[src/rtl/sap_control_sequencer.sv]
// Six-state ring-counter control sequencer for the SAP-style 8-bit computer.
// Optional single-step front end is enabled with the SEQ_SINGLE_STEP_EN macro.
module sap_control_sequencer #(
    parameter logic [3:0] LDA_OP = 4'h0,
    parameter logic [3:0] ADD_OP = 4'h1,
    parameter logic [3:0] SUB_OP = 4'h2,
    parameter logic [3:0] OUT_OP = 4'hE,
    parameter logic [3:0] HLT_OP = 4'hF
) (
    input  logic       clk,
    input  logic       reset,
    input  logic       tick,
    input  logic       start,
    input  logic       stop,
    input  logic [3:0] opcode,
`ifdef SEQ_SINGLE_STEP_EN
    input  logic       step_mode,
    input  logic       step,
`endif
    output logic [5:0] t_state,
    output logic       running,
    output logic       halted,
    output logic       pc_out,
    output logic       pc_inc,
    output logic       mar_load,
    output logic       ram_out,
    output logic       ir_load,
    output logic       ir_out,
    output logic       a_load,
    output logic       a_out,
    output logic       b_load,
    output logic       alu_out,
    output logic       alu_sub,
    output logic       out_load
);

    typedef enum logic [5:0] {
        T1 = 6'b000001,
        T2 = 6'b000010,
        T3 = 6'b000100,
        T4 = 6'b001000,
        T5 = 6'b010000,
        T6 = 6'b100000
    } tstate_e;

    tstate_e t_state_q, t_state_d;
    logic    running_q, running_d;
    logic    halted_q, halted_d;
    logic    stop_pend_q, stop_pend_d;
    logic    adv_en;

`ifdef SEQ_SINGLE_STEP_EN
    logic [1:0] step_sync_q;
    logic       step_prev_q;
    logic       step_rise;

    // The step button is asynchronous, so it is synchronised before edge detection.
    always_ff @(posedge clk or negedge reset) begin
        if (!reset) begin
            step_sync_q <= 2'b00;
            step_prev_q <= 1'b0;
        end else begin
            step_sync_q <= {step_sync_q[0], step};
            step_prev_q <= step_sync_q[1];
        end
    end

    assign step_rise = step_sync_q[1] & ~step_prev_q;
    assign adv_en    = step_mode ? step_rise : tick;
`else
    assign adv_en = tick;
`endif

    always_comb begin
        t_state_d   = t_state_q;
        running_d   = running_q;
        halted_d    = halted_q;
        stop_pend_d = stop_pend_q;

        if (adv_en && running_q) begin
            if (t_state_q == T4 && opcode == HLT_OP) begin
                t_state_d = T1;
                running_d = 1'b0;
                halted_d  = 1'b1;
            end else if (t_state_q == T6 && stop_pend_q) begin
                t_state_d   = T1;
                running_d   = 1'b0;
                stop_pend_d = 1'b0;
            end else begin
                t_state_d = tstate_e'({t_state_q[4:0], t_state_q[5]});
            end
        end

        // Run control is sampled every clock, not only on ticks; start beats stop.
        if (start) begin
            running_d   = 1'b1;
            halted_d    = 1'b0;
            stop_pend_d = 1'b0;
        end else if (stop) begin
            stop_pend_d = 1'b1;
        end
    end

    always_ff @(posedge clk or negedge reset) begin
        if (!reset) begin
            t_state_q   <= T1;
            running_q   <= 1'b0;
            halted_q    <= 1'b0;
            stop_pend_q <= 1'b0;
        end else begin
            t_state_q   <= t_state_d;
            running_q   <= running_d;
            halted_q    <= halted_d;
            stop_pend_q <= stop_pend_d;
        end
    end

    assign t_state = t_state_q;
    assign running = running_q;
    assign halted  = halted_q;

    always_comb begin
        pc_out   = 1'b0;
        pc_inc   = 1'b0;
        mar_load = 1'b0;
        ram_out  = 1'b0;
        ir_load  = 1'b0;
        ir_out   = 1'b0;
        a_load   = 1'b0;
        a_out    = 1'b0;
        b_load   = 1'b0;
        alu_out  = 1'b0;
        alu_sub  = 1'b0;
        out_load = 1'b0;

        if (running_q) begin
            unique case (t_state_q)
                T1: begin
                    pc_out   = 1'b1;
                    mar_load = 1'b1;
                end
                T2: pc_inc = 1'b1;
                T3: begin
                    ram_out = 1'b1;
                    ir_load = 1'b1;
                end
                T4: begin
                    if (opcode == LDA_OP || opcode == ADD_OP || opcode == SUB_OP) begin
                        ir_out   = 1'b1;
                        mar_load = 1'b1;
                    end else if (opcode == OUT_OP) begin
                        a_out    = 1'b1;
                        out_load = 1'b1;
                    end
                end
                T5: begin
                    if (opcode == LDA_OP) begin
                        ram_out = 1'b1;
                        a_load  = 1'b1;
                    end else if (opcode == ADD_OP || opcode == SUB_OP) begin
                        ram_out = 1'b1;
                        b_load  = 1'b1;
                    end
                end
                T6: begin
                    if (opcode == ADD_OP || opcode == SUB_OP) begin
                        alu_out = 1'b1;
                        a_load  = 1'b1;
                        alu_sub = (opcode == SUB_OP);
                    end
                end
                default: ;
            endcase
        end
    end

endmodule

[config.mk]
export PLATFORM = sky130hd
export DESIGN_NAME = sap_control_sequencer
export DESIGN_NICKNAME = d
export VERILOG_FILES = /design/src/rtl/sap_control_sequencer.sv
export SDC_FILE = /design/constraint.sdc
export NUM_CORES = 1
export LEC_CHECK = 0
export BUFFER_PORTS_ARGS = -buffer_cell sky130_fd_sc_hd__buf_2
export CAP_MARGIN = 10
export CELL_PAD_IN_SITES_DETAIL_PLACEMENT = 0
export CELL_PAD_IN_SITES_GLOBAL_PLACEMENT = 1
export CORE_AREA = 4 4 52 54
export DETAILED_ROUTE_END_ITERATION = 6
export DIE_AREA = 0 0 56 58
export GPL_ROUTABILITY_DRIVEN = 1
export GPL_TIMING_DRIVEN = 0
export PLACE_DENSITY_LB_ADDON = 0.1
export SETUP_SLACK_MARGIN = 0.2
export SYNTH_ARGS = -nofsm -noshare
export SYNTH_HDL_FRONTEND = slang
export SYNTH_SLANG_ARGS = --single-unit
[constraint.sdc]
create_clock -name clk -period 1.9 [get_ports clk]
set_clock_uncertainty 0.15 [all_clocks]
set_input_delay 0.19 -clock clk [delete_from_list [all_inputs] [get_ports clk]]
set_output_delay 0.19 -clock clk [all_outputs]
set_load 0.01 [all_outputs]
==> results.cfg, run 1 <==
[synthesis]
synthesis.nets = 78
ys_seq_area_frac = 0.383
yosysTopAreaCellShare = 0.338
ys_warn_count = 0
postSynthAreaPerCell_sq_um = 8.58
synth_cell_types = 30
synth_area_leaders = dfrtp_1 34%, nor2_1 7.6%, mux2_2 5.7%
synth_seq_cells = 9
synth_largest_area_cell = dfrtp_1
syn_inst = 69
syn-cell-area_sq_um = 592

[die]
core_area_sq_um = 2210
die_x_um = 56
placementRows = 17
dieArea_sq_um = 3250
io_pins = 29
start_util = 0.268
die_y_um = 58

[clock_network]
cts.sinks = 9
clk_pin_slew_ns = 0.06
root_buffer = clkbuf_4
cts_tree = yes
htreeDepth = 1
clk_latency_ns = 0.27
clockBufferDepth = 2
cts_made_buffers = 3

[critical_path]
required_ns = 1.56
arrival_ns = 1.61
worstPathMaxFanout = 4
crit_start = t_state[1]
reg2regPathDepth = 3
rr_startpoint = t_state[1]
crit_type = flop to output pin
critPathLaunchType = flop
worstSetupEndpointType = output pin

[detailed_routing]
vias_per_cell = 4.74
drtIter0Drc = 8
routedWlPerCell_um = 12.4
drtPass1Iterations = 4
final_antenna_net_count = 0
drc_errors = 0
via_count = 701
wl_mm = 1.84

[flow_run]
drv_cap = 0

[global_routing]
grt_usage = 0.124
grt_pass1_vias = 706
antenna_found_initial = 0
globalRouteOverflowTotal = 0
grt_max_degree = 10
grt_pass1_wl_mm = 3.19

[timing]
maxSlewHeadroom = 0.761
rsz0062_at_grt = yes
timing.final.crit_period_ns = 1.95
fin_crit_sh = 1.03
worst_pin_slew_ns = 0.357
setup_viol = 3
max_freq_ghz = 0.513
fin_ws_ns = -0.0495
final_max_slew_viol_count = 0
setup_tns_ns = -0.121
hold_viol_final = 0

[outcome]
status = finished with violations
violations = negative setup slack

[layout]
final_layout_size_suffix_gt1_frac = 0.667
final_core_util = 0.494
antenna_cells = 0
final_cell_area_sq_um = 1090
layout.nets = 130
fin_cells = 148
areaGrowthSynthToFinish_pct = 84.8

[power]
powerDensity_nw_per_um2 = 829
p_int_uw = 561
p_clk_frac = 0.164
p_sw_uw = 345
sw_frac_of_total = 0.381
pwr-share-comb = 0.501
power.leakage_uw = 0.000521
pwr-share-seq = 0.336
max-vdd-ir-drop_mv = 0.593

[hold_path]
hold_depth = 2
hold_path.startpoint = stop
hold_class = primary input to flop

[place]
place_congestion = 0.730
place_inst = 125
io_buffers = 28
hpwl_mm = 1.31
dpl_cell_area_sq_um = 773
-- cell families after synthesis --
family,after synthesis,share of synthesized area
mux,3,0.0571
flops,9,0.383
buf+inv,4,0.0317
compound gates,13,0.159
simple gates,40,0.370
-- timing repair --
action | 4_1_cts | 5_1_grt
pin swaps | 9 | 7
hold endpoints to repair | 9 | 0
setup endpoints to repair | 17 | 16
hold buffers | 1 | 0
setup buffers | 10 | 8
gates resized for setup | 25 | 13
-- Yosys cell counts --
master    count
o31a_1        2
a22o_2        1
a21oi_1       2
nand3_1       2
nor3b_1       2
inv_1         2
mux2_2        3
nor4b_1       2
nor3_1        3
a21boi_0      1
or3_4         1
nor2_1       12
nand4_1       1
nand2_1       7
nand4b_1      1
buf_4         1
dfrtp_1       8
and3b_1       1
dfstp_2       1
o31ai_1       1
o32ai_1       1
o211ai_1      1
nor2b_1       3
a31oi_1       1
nand2b_1      2
or4_4         1
clkbuf_1      1
a31o_2        1
and3_1        2
o21ai_0       2
-- sequential cells by signal, summed over array words and instances, names as in the netlist --
name	cells
stop_pend_q	1
t_state	6
halted	1
running	1
-- layer usage --
metal / track usage / wire length (um) / up-vias
met5: 0 / 0 / -
met4: 0.0305 / 12 / 0
met3: 0.0490 / 125 / 2
met2: 0.194 / 821 / 20
met1: 0.160 / 878 / 324
li1: - / - / 355
-- stage by stage --
step / power, uW / worst slack, ns / hold slack, ns
final: 906 / -0.0495 / 0.0254
after global routing: 978 / -0.121 / 0.0334
after CTS: 857 / -0.0638 / 0.0264
after detailed placement: 551 / -0.0616 / -0.0940
after global placement: 550 / -0.0584 / -0.0975
after floorplan: 442 / 0.0591 / -0.256
-- worst max-delay path, cell delays in order (launching register included) --
cell	delay, ns
dfrtp_2	0.40
or4_4	0.58
nor3_4	0.14
buf_4	0.13
buf_6	0.09
-- cell usage in the layout (no fill, tap or decap), types with 2 or more instances in the layout --
cell,Yosys,routed
nor2_1,12,7
buf_2,0,26
clkbuf_4,0,3
buf_6,0,8
dfrtp_1,8,4
buf_4,1,14
nand2_1,7,6
nor2_2,0,4
nor2b_1,3,3
o31a_1,2,2
dfrtp_2,0,4
nand3_2,0,2
nand2b_1,2,2
and3_1,2,2
inv_1,2,2
mux2_2,3,3
-- layout make-up --
cell class / instances / area, sq um
buffer: 2 / 18.8
clock buffer: 4 / 26.3
fill: 239 / 1120
inverter: 2 / 7.51
multi-input combinational: 56 / 458
sequential: 9 / 231
tap: 28 / 35.0
timing repair buffer: 47 / 317
-- power by group through the flow --
stage               registers [uW]  clock network, uW  logic [uW]
global route                   312                169         496
finish                         304                148         454
detailed placement             309                  0         242
floorplan                      308                  0         134
global placement               309                  0         241
CTS                            304                153         401
-- path summary, 6_finish.rpt --
path	to	slack [ns]
min in group asynchronous	t_state[5]	0.15
setup / recovery	out_load	-0.05
hold / removal	stop_pend_q	0.03
max in group asynchronous	t_state[0]	1.20
hold reg to reg	halted	0.34
setup reg to reg	running	0
No activity file was read; power rests on OpenSTA's default activity.
==> run 2, diff against run 1 <==
--- a/config.mk
+++ b/config.mk
@@ -5,8 +5,9 @@
 export SDC_FILE = /design/constraint.sdc
 export NUM_CORES = 1
 export LEC_CHECK = 0
+export ABC_CLOCK_PERIOD_IN_PS = 1900
 export BUFFER_PORTS_ARGS = -buffer_cell sky130_fd_sc_hd__buf_2
-export CAP_MARGIN = 10
+export CAP_MARGIN = 20
 export CELL_PAD_IN_SITES_DETAIL_PLACEMENT = 0
 export CELL_PAD_IN_SITES_GLOBAL_PLACEMENT = 1
 export CORE_AREA = 4 4 52 54
@@ -15,7 +16,7 @@
 export GPL_ROUTABILITY_DRIVEN = 1
 export GPL_TIMING_DRIVEN = 0
 export PLACE_DENSITY_LB_ADDON = 0.1
-export SETUP_SLACK_MARGIN = 0.2
+export SETUP_SLACK_MARGIN = 0.02
 export SYNTH_ARGS = -nofsm -noshare
 export SYNTH_HDL_FRONTEND = slang
 export SYNTH_SLANG_ARGS = --single-unit
==> run 2 against run 1 <==
Compared with the run above: register-to-register slack improved by 0.03 ns; critical path type unchanged; critical endpoint unchanged; die area is the same; the flow still finishes with violations (negative setup slack); worst setup slack better by 0.021 ns; non-clock buffer count fell by 15; total power is 15% lower; maximum frequency is 1.1% higher; global-route usage is 1.4 points lower; first-iteration DRC count decreased by 38%; via count is 7.3% lower; largest power group unchanged; largest cell class unchanged; clock power fell by 3%; count of clock-buffer cells in the layout unchanged; combinational power fell by 28%.
==> results.cfg, run 2 (synthesized netlist as in run 1, its figures left out) <==
[critical_path]
worstSetupEndpointType = output pin
arrival_ns = 1.59
worstPathMaxFanout = 4
crit_chain = or4_4 -> nor3_4 -> buf_4 -> buf_6
crit_path_top_delay_cell = or4_4
cpPeakStageDelay_ns = 0.58
crit_type = flop to output pin
required_ns = 1.56
critPathLaunchType = flop

[detailed_routing]
vias_per_cell = 4.89
drtIter0Drc = 5
drc_errors = 0
via_count = 650
routedWlPerCell_um = 12.8
drtPass1Iterations = 2
final_antenna_net_count = 0
wl_mm = 1.70

[die]
dieArea_sq_um = 3250
die_y_um = 58
placementRows = 17
start_util = 0.268
die_x_um = 56
core_area_sq_um = 2210
io_pins = 29

[global_routing]
grt.busiest_layer = met2
grt_pass1_vias = 634
globalRouteOverflowTotal = 0
grt_max_degree = 10
use_met3 = 0.0379
met2_usage = 0.175
grt_pass1_wl_mm = 2.84
met1_usage = 0.139
grt_usage = 0.110
antenna_found_initial = 0

[place]
place_inst = 125
place_congestion = 0.703
hpwl_mm = 1.30
io_buffers = 28

[timing]
timing.final.crit_period_ns = 1.93
max_freq_ghz = 0.519
hold_viol_final = 0
setup_viol = 3
worst_pin_slew_ns = 0.322
setup_tns_ns = -0.0780
fin_crit_sh = 1.01
fin_ws_ns = -0.0284
hold_slack_ns = 0.0248
maxSlewHeadroom = 0.785
rsz0062_at_grt = yes
final_max_slew_viol_count = 0

[outcome]
violations = negative setup slack
status = finished with violations

[power]
powerDensity_nw_per_um2 = 849
sw_frac_of_total = 0.384
max-vdd-ir-drop_mv = 0.429
power.leakage_uw = 0.000419
p_clk_frac = 0.186
p_sw_uw = 297
p_int_uw = 477
pwr-share-comb = 0.420
pwr-share-seq = 0.395

[layout]
layout.nets = 115
largest_register_ffs = 6
final_layout_size_suffix_gt1_frac = 0.543
n_fill_cell = 248
antenna_cells = 0
layout_commonest_cell = buf_2
final_cell_mix = 26 x buf_2, 9 x nor2_1, 7 x nand2_1, 5 x buf_4, 5 x dfrtp_2
fin_cells = 133
areaGrowthSynthToFinish_pct = 53.9

[clock_network]
root_buffer = clkbuf_4
htreeDepth = 1
clockBufferDepth = 2
clk_pin_slew_ns = 0.06
cts_tree = yes
cts.sinks = 9
clk_latency_ns = 0.25
cts_made_buffers = 3

[flow_run]
drv_cap = 0

[hold_path]
hold_class = primary input to flop
run 2: cell count changes in the layout (fill, tap and decap cells not counted), moves of 2 or more:
cell	delta
buf_4	-9
nor2_1	+2
buf_6	-6
nor2_2	-2
run 2: cell type report:
type	count	area (sq um)	share of cell area
plain buffers	1	7.51	0.00824
well taps	28	35.0	0.0385
repair buffers	33	193	0.212
inverters	2	7.51	0.00824
clock buffers	4	26.3	0.0288
multi-input cells	56	409	0.449
flip-flops and latches	9	233	0.255
run 2: worst paths after layout:
kind | startpoint | endpoint | slack, ns | depth (start not counted)
setup / recovery | t_state[1] | out_load | -0.03 | 4
hold / removal | stop | stop_pend_q | 0.02 | 2
setup reg to reg | t_state[1] | running | 0.03 | 3
hold reg to reg | halted | halted | 0.34 | 2
max in group asynchronous | reset | t_state[0] | 1.20 | 2
min in group asynchronous | reset | t_state[4] | 0.15 | 2
run 2: per-layer routing:
| layer | vias up | share of wire |
|---|---|---|
| li1 | 325 | - |
| met1 | 304 | 0.47 |
| met2 | 19 | 0.46 |
| met3 | 2 | 0.062 |
| met4 | 0 | 0.0065 |
| met5 | - | 0 |
run 2: metrics by stage:
stage                     instance area, sq um   util  power [uW]  setup slack [ns]
after global placement                     768  0.347         547           -0.0964
after CTS                                  878  0.397         752           -0.0476
final                                      911  0.412         774           -0.0284
after detailed placement                   768  0.347         547           -0.0380
after global routing                       911  0.412         844            -0.110
after floorplan                            593      -         441           0.00277
run 2: power groups by stage:
stage / Sequential [uW] / Clock (uW) / Combinational (uW)
3_3_place_gp: 309 / 0 / 238
2_1_floorplan: 308 / 0 / 133
5_1_grt: 316 / 165 / 364
3_5_place_dp: 310 / 0 / 236
6_report: 305 / 144 / 325
4_1_cts: 294 / 151 / 307
run 2: timing repair:
action	CTS	global route
gates resized for setup	10	9
hold buffers	1	0
pin swaps	3	0
buffers inserted	4	0
endpoints found under the setup margin	10	13
gates cloned	0	0
endpoints found under the hold margin	9	0
run 2: critical path, delay by kind of cell (launching register included):
family / cells / cell delay, ns
buf+inv: 2 / 0.22
flops: 1 / 0.40
simple gates: 2 / 0.72
==> run 3, diff against run 2 <==
--- a/config.mk
+++ b/config.mk
@@ -6,7 +6,7 @@
 export NUM_CORES = 1
 export LEC_CHECK = 0
 export ABC_CLOCK_PERIOD_IN_PS = 1900
-export BUFFER_PORTS_ARGS = -buffer_cell sky130_fd_sc_hd__buf_2
+export BUFFER_PORTS_ARGS = -buffer_cell sky130_fd_sc_hd__buf_4
 export CAP_MARGIN = 20
 export CELL_PAD_IN_SITES_DETAIL_PLACEMENT = 0
 export CELL_PAD_IN_SITES_GLOBAL_PLACEMENT = 1
==> run 3 against run 2 <==
Compared with the run above: the flow still finishes with violations (negative setup slack); critical path depth unchanged; routed wire length up 8.2%; count of clock-buffer cells in the layout is the same; sequential share of layout area down 2.6 points; sequential cell count did not move; worst setup slack worse by 0.023 ns; non-clock buffer count increased by 4; via count grew 3.1%; clock power about the same; sequential power is essentially flat.
==> results.cfg, run 3 (synthesized netlist as in run 1, its figures left out) <==
[global_routing]
globalRouteOverflowTotal = 0
grt_max_degree = 10
grt.busiest_layer = met2
grt_pass1_vias = 646
use_met3 = 0.0312
antenna_found_initial = 0
met1_usage = 0.144
grt_usage = 0.115
met2_usage = 0.180
grt_pass1_wl_mm = 2.95

[flow_run]
drv_cap = 0

[timing]
hold_slack_ns = 0.0138
fin_ws_ns = -0.0516
max_freq_ghz = 0.512
timing.final.crit_period_ns = 1.95
fin_crit_sh = 1.03
setup_viol = 3
hold_viol_final = 0
maxSlewHeadroom = 0.790
rsz0062_at_grt = yes
worst_pin_slew_ns = 0.314
final_max_slew_viol_count = 0

[layout]
final_cell_mix = 33 x buf_4, 10 x nor2_1, 7 x nand2_1, 5 x dfrtp_2
final_cell_area_sq_um = 1020
final_layout_size_suffix_gt1_frac = 0.550
final_core_util = 0.459
multi_input_area_sq_um = 413
layout_commonest_cell = buf_4
largest_register_ffs = 6
areaGrowthSynthToFinish_pct = 71.7
layout.nets = 119
seqCellArea_sq_um = 233
n_fill_cell = 226
antenna_cells = 0

[hold_path]
hold_class = primary input to flop

[place]
hpwl_mm = 1.29
place_congestion = 0.717
dpl_cell_area_sq_um = 838
io_buffers = 28

[power]
power.leakage_uw = 0.000452
power_uw = 836
max-vdd-ir-drop_mv = 0.481
powerDensity_nw_per_um2 = 823

[detailed_routing]
vias_per_cell = 4.89
drtIter0Drc = 9
routedWlPerCell_um = 13.4
via_count = 670
drtPass1Iterations = 4
final_antenna_net_count = 0
drc_errors = 0
wl_mm = 1.84

[critical_path]
arrival_ns = 1.61
worstPathMaxFanout = 4
cpPeakStageDelay_ns = 0.58
crit_chain = or4_4 -> nor2_1 -> a31o_2 -> buf_6
critPathLaunchType = flop
required_ns = 1.56
worstSetupEndpointType = output pin
crit_type = flop to output pin
r2r_setup_slack_ns = 0.03
crit_path_top_delay_cell = or4_4

[outcome]
violations = negative setup slack
status = finished with violations

[clock_network]
cts.sinks = 9
clockBufferDepth = 2
cts_tree = yes
clk_latency_ns = 0.26
root_buffer = clkbuf_4
clk_pin_slew_ns = 0.06
cts_made_buffers = 3
htreeDepth = 1

[die]
core_area_sq_um = 2210
dieArea_sq_um = 3250
placementRows = 17
io_pins = 29
die_y_um = 58
start_util = 0.268
die_x_um = 56
run 3: cell count changes in the layout (fill, tap and decap cells not counted):
cell,previous run,this run
buf_2,26,0
buf_4,5,33
buf_6,2,3
dlygate4sd3_1,1,2
nand3_1,1,2
nand3_2,1,0
nor2_1,9,10
nor2_2,2,1
nor3_1,2,1
nor3_2,0,1
nor4b_1,1,0
nor4b_2,0,1
run 3: metrics by stage:
stage | setup TNS, ns | worst slack, ns | std cells
after floorplan | 0 | 0.00277 | 69
after global routing | -0.505 | -0.134 | 137
after global placement | -0.371 | -0.113 | 125
after detailed placement | -0.231 | -0.0966 | 125
after CTS | -0.150 | -0.0582 | 133
final | -0.149 | -0.0516 | 137
run 3: final timing paths:
check,from,depth (start not counted),endpoint
worst max-delay path,t_state[1],4,mar_load
worst min-delay path,stop,2,stop_pend_q
worst max register to register,t_state[1],3,running
worst min register to register,halted,2,halted
max in group asynchronous,reset,2,t_state[0]
min in group asynchronous,reset,2,stop_pend_q
run 3: metal layers:
layer,part of all wire,up-vias
met5,0,-
met4,0.024,0
met3,0.060,7
met2,0.45,25
met1,0.47,305
li1,-,333
run 3: where the power goes:
| part | leakage [uW] | internal (uW) | switching, uW |
|---|---|---|---|
| Sequential | 0.000102 | 238 | 67.4 |
| Combinational | 0.000335 | 204 | 181 |
| Clock | 0.0000150 | 80.8 | 65.4 |
run 3: area by class of cell:
type,count,share of cell area
buffer,1,0.00739
clock buffer,4,0.0259
inverter,2,0.00739
timing repair buffer,37,0.289
multi-input combinational,56,0.406
sequential,9,0.229
tap,28,0.0345
run 3: critical path: cells and delay by family (launching register included):
family,cells,cell delay (ns)
AO/OA/AOI/OAI,1,0.17
AND/OR/NAND/NOR,2,0.69
flip-flops,1,0.40
buffers and inverters,1,0.09
run 3: what timing repair did:
item,in CTS,in global routing
setup buffers,4,3
pin swaps,4,3
hold buffers,1,1
hold endpoints to repair,9,1
setup endpoints to repair,10,8
resized for setup,14,6
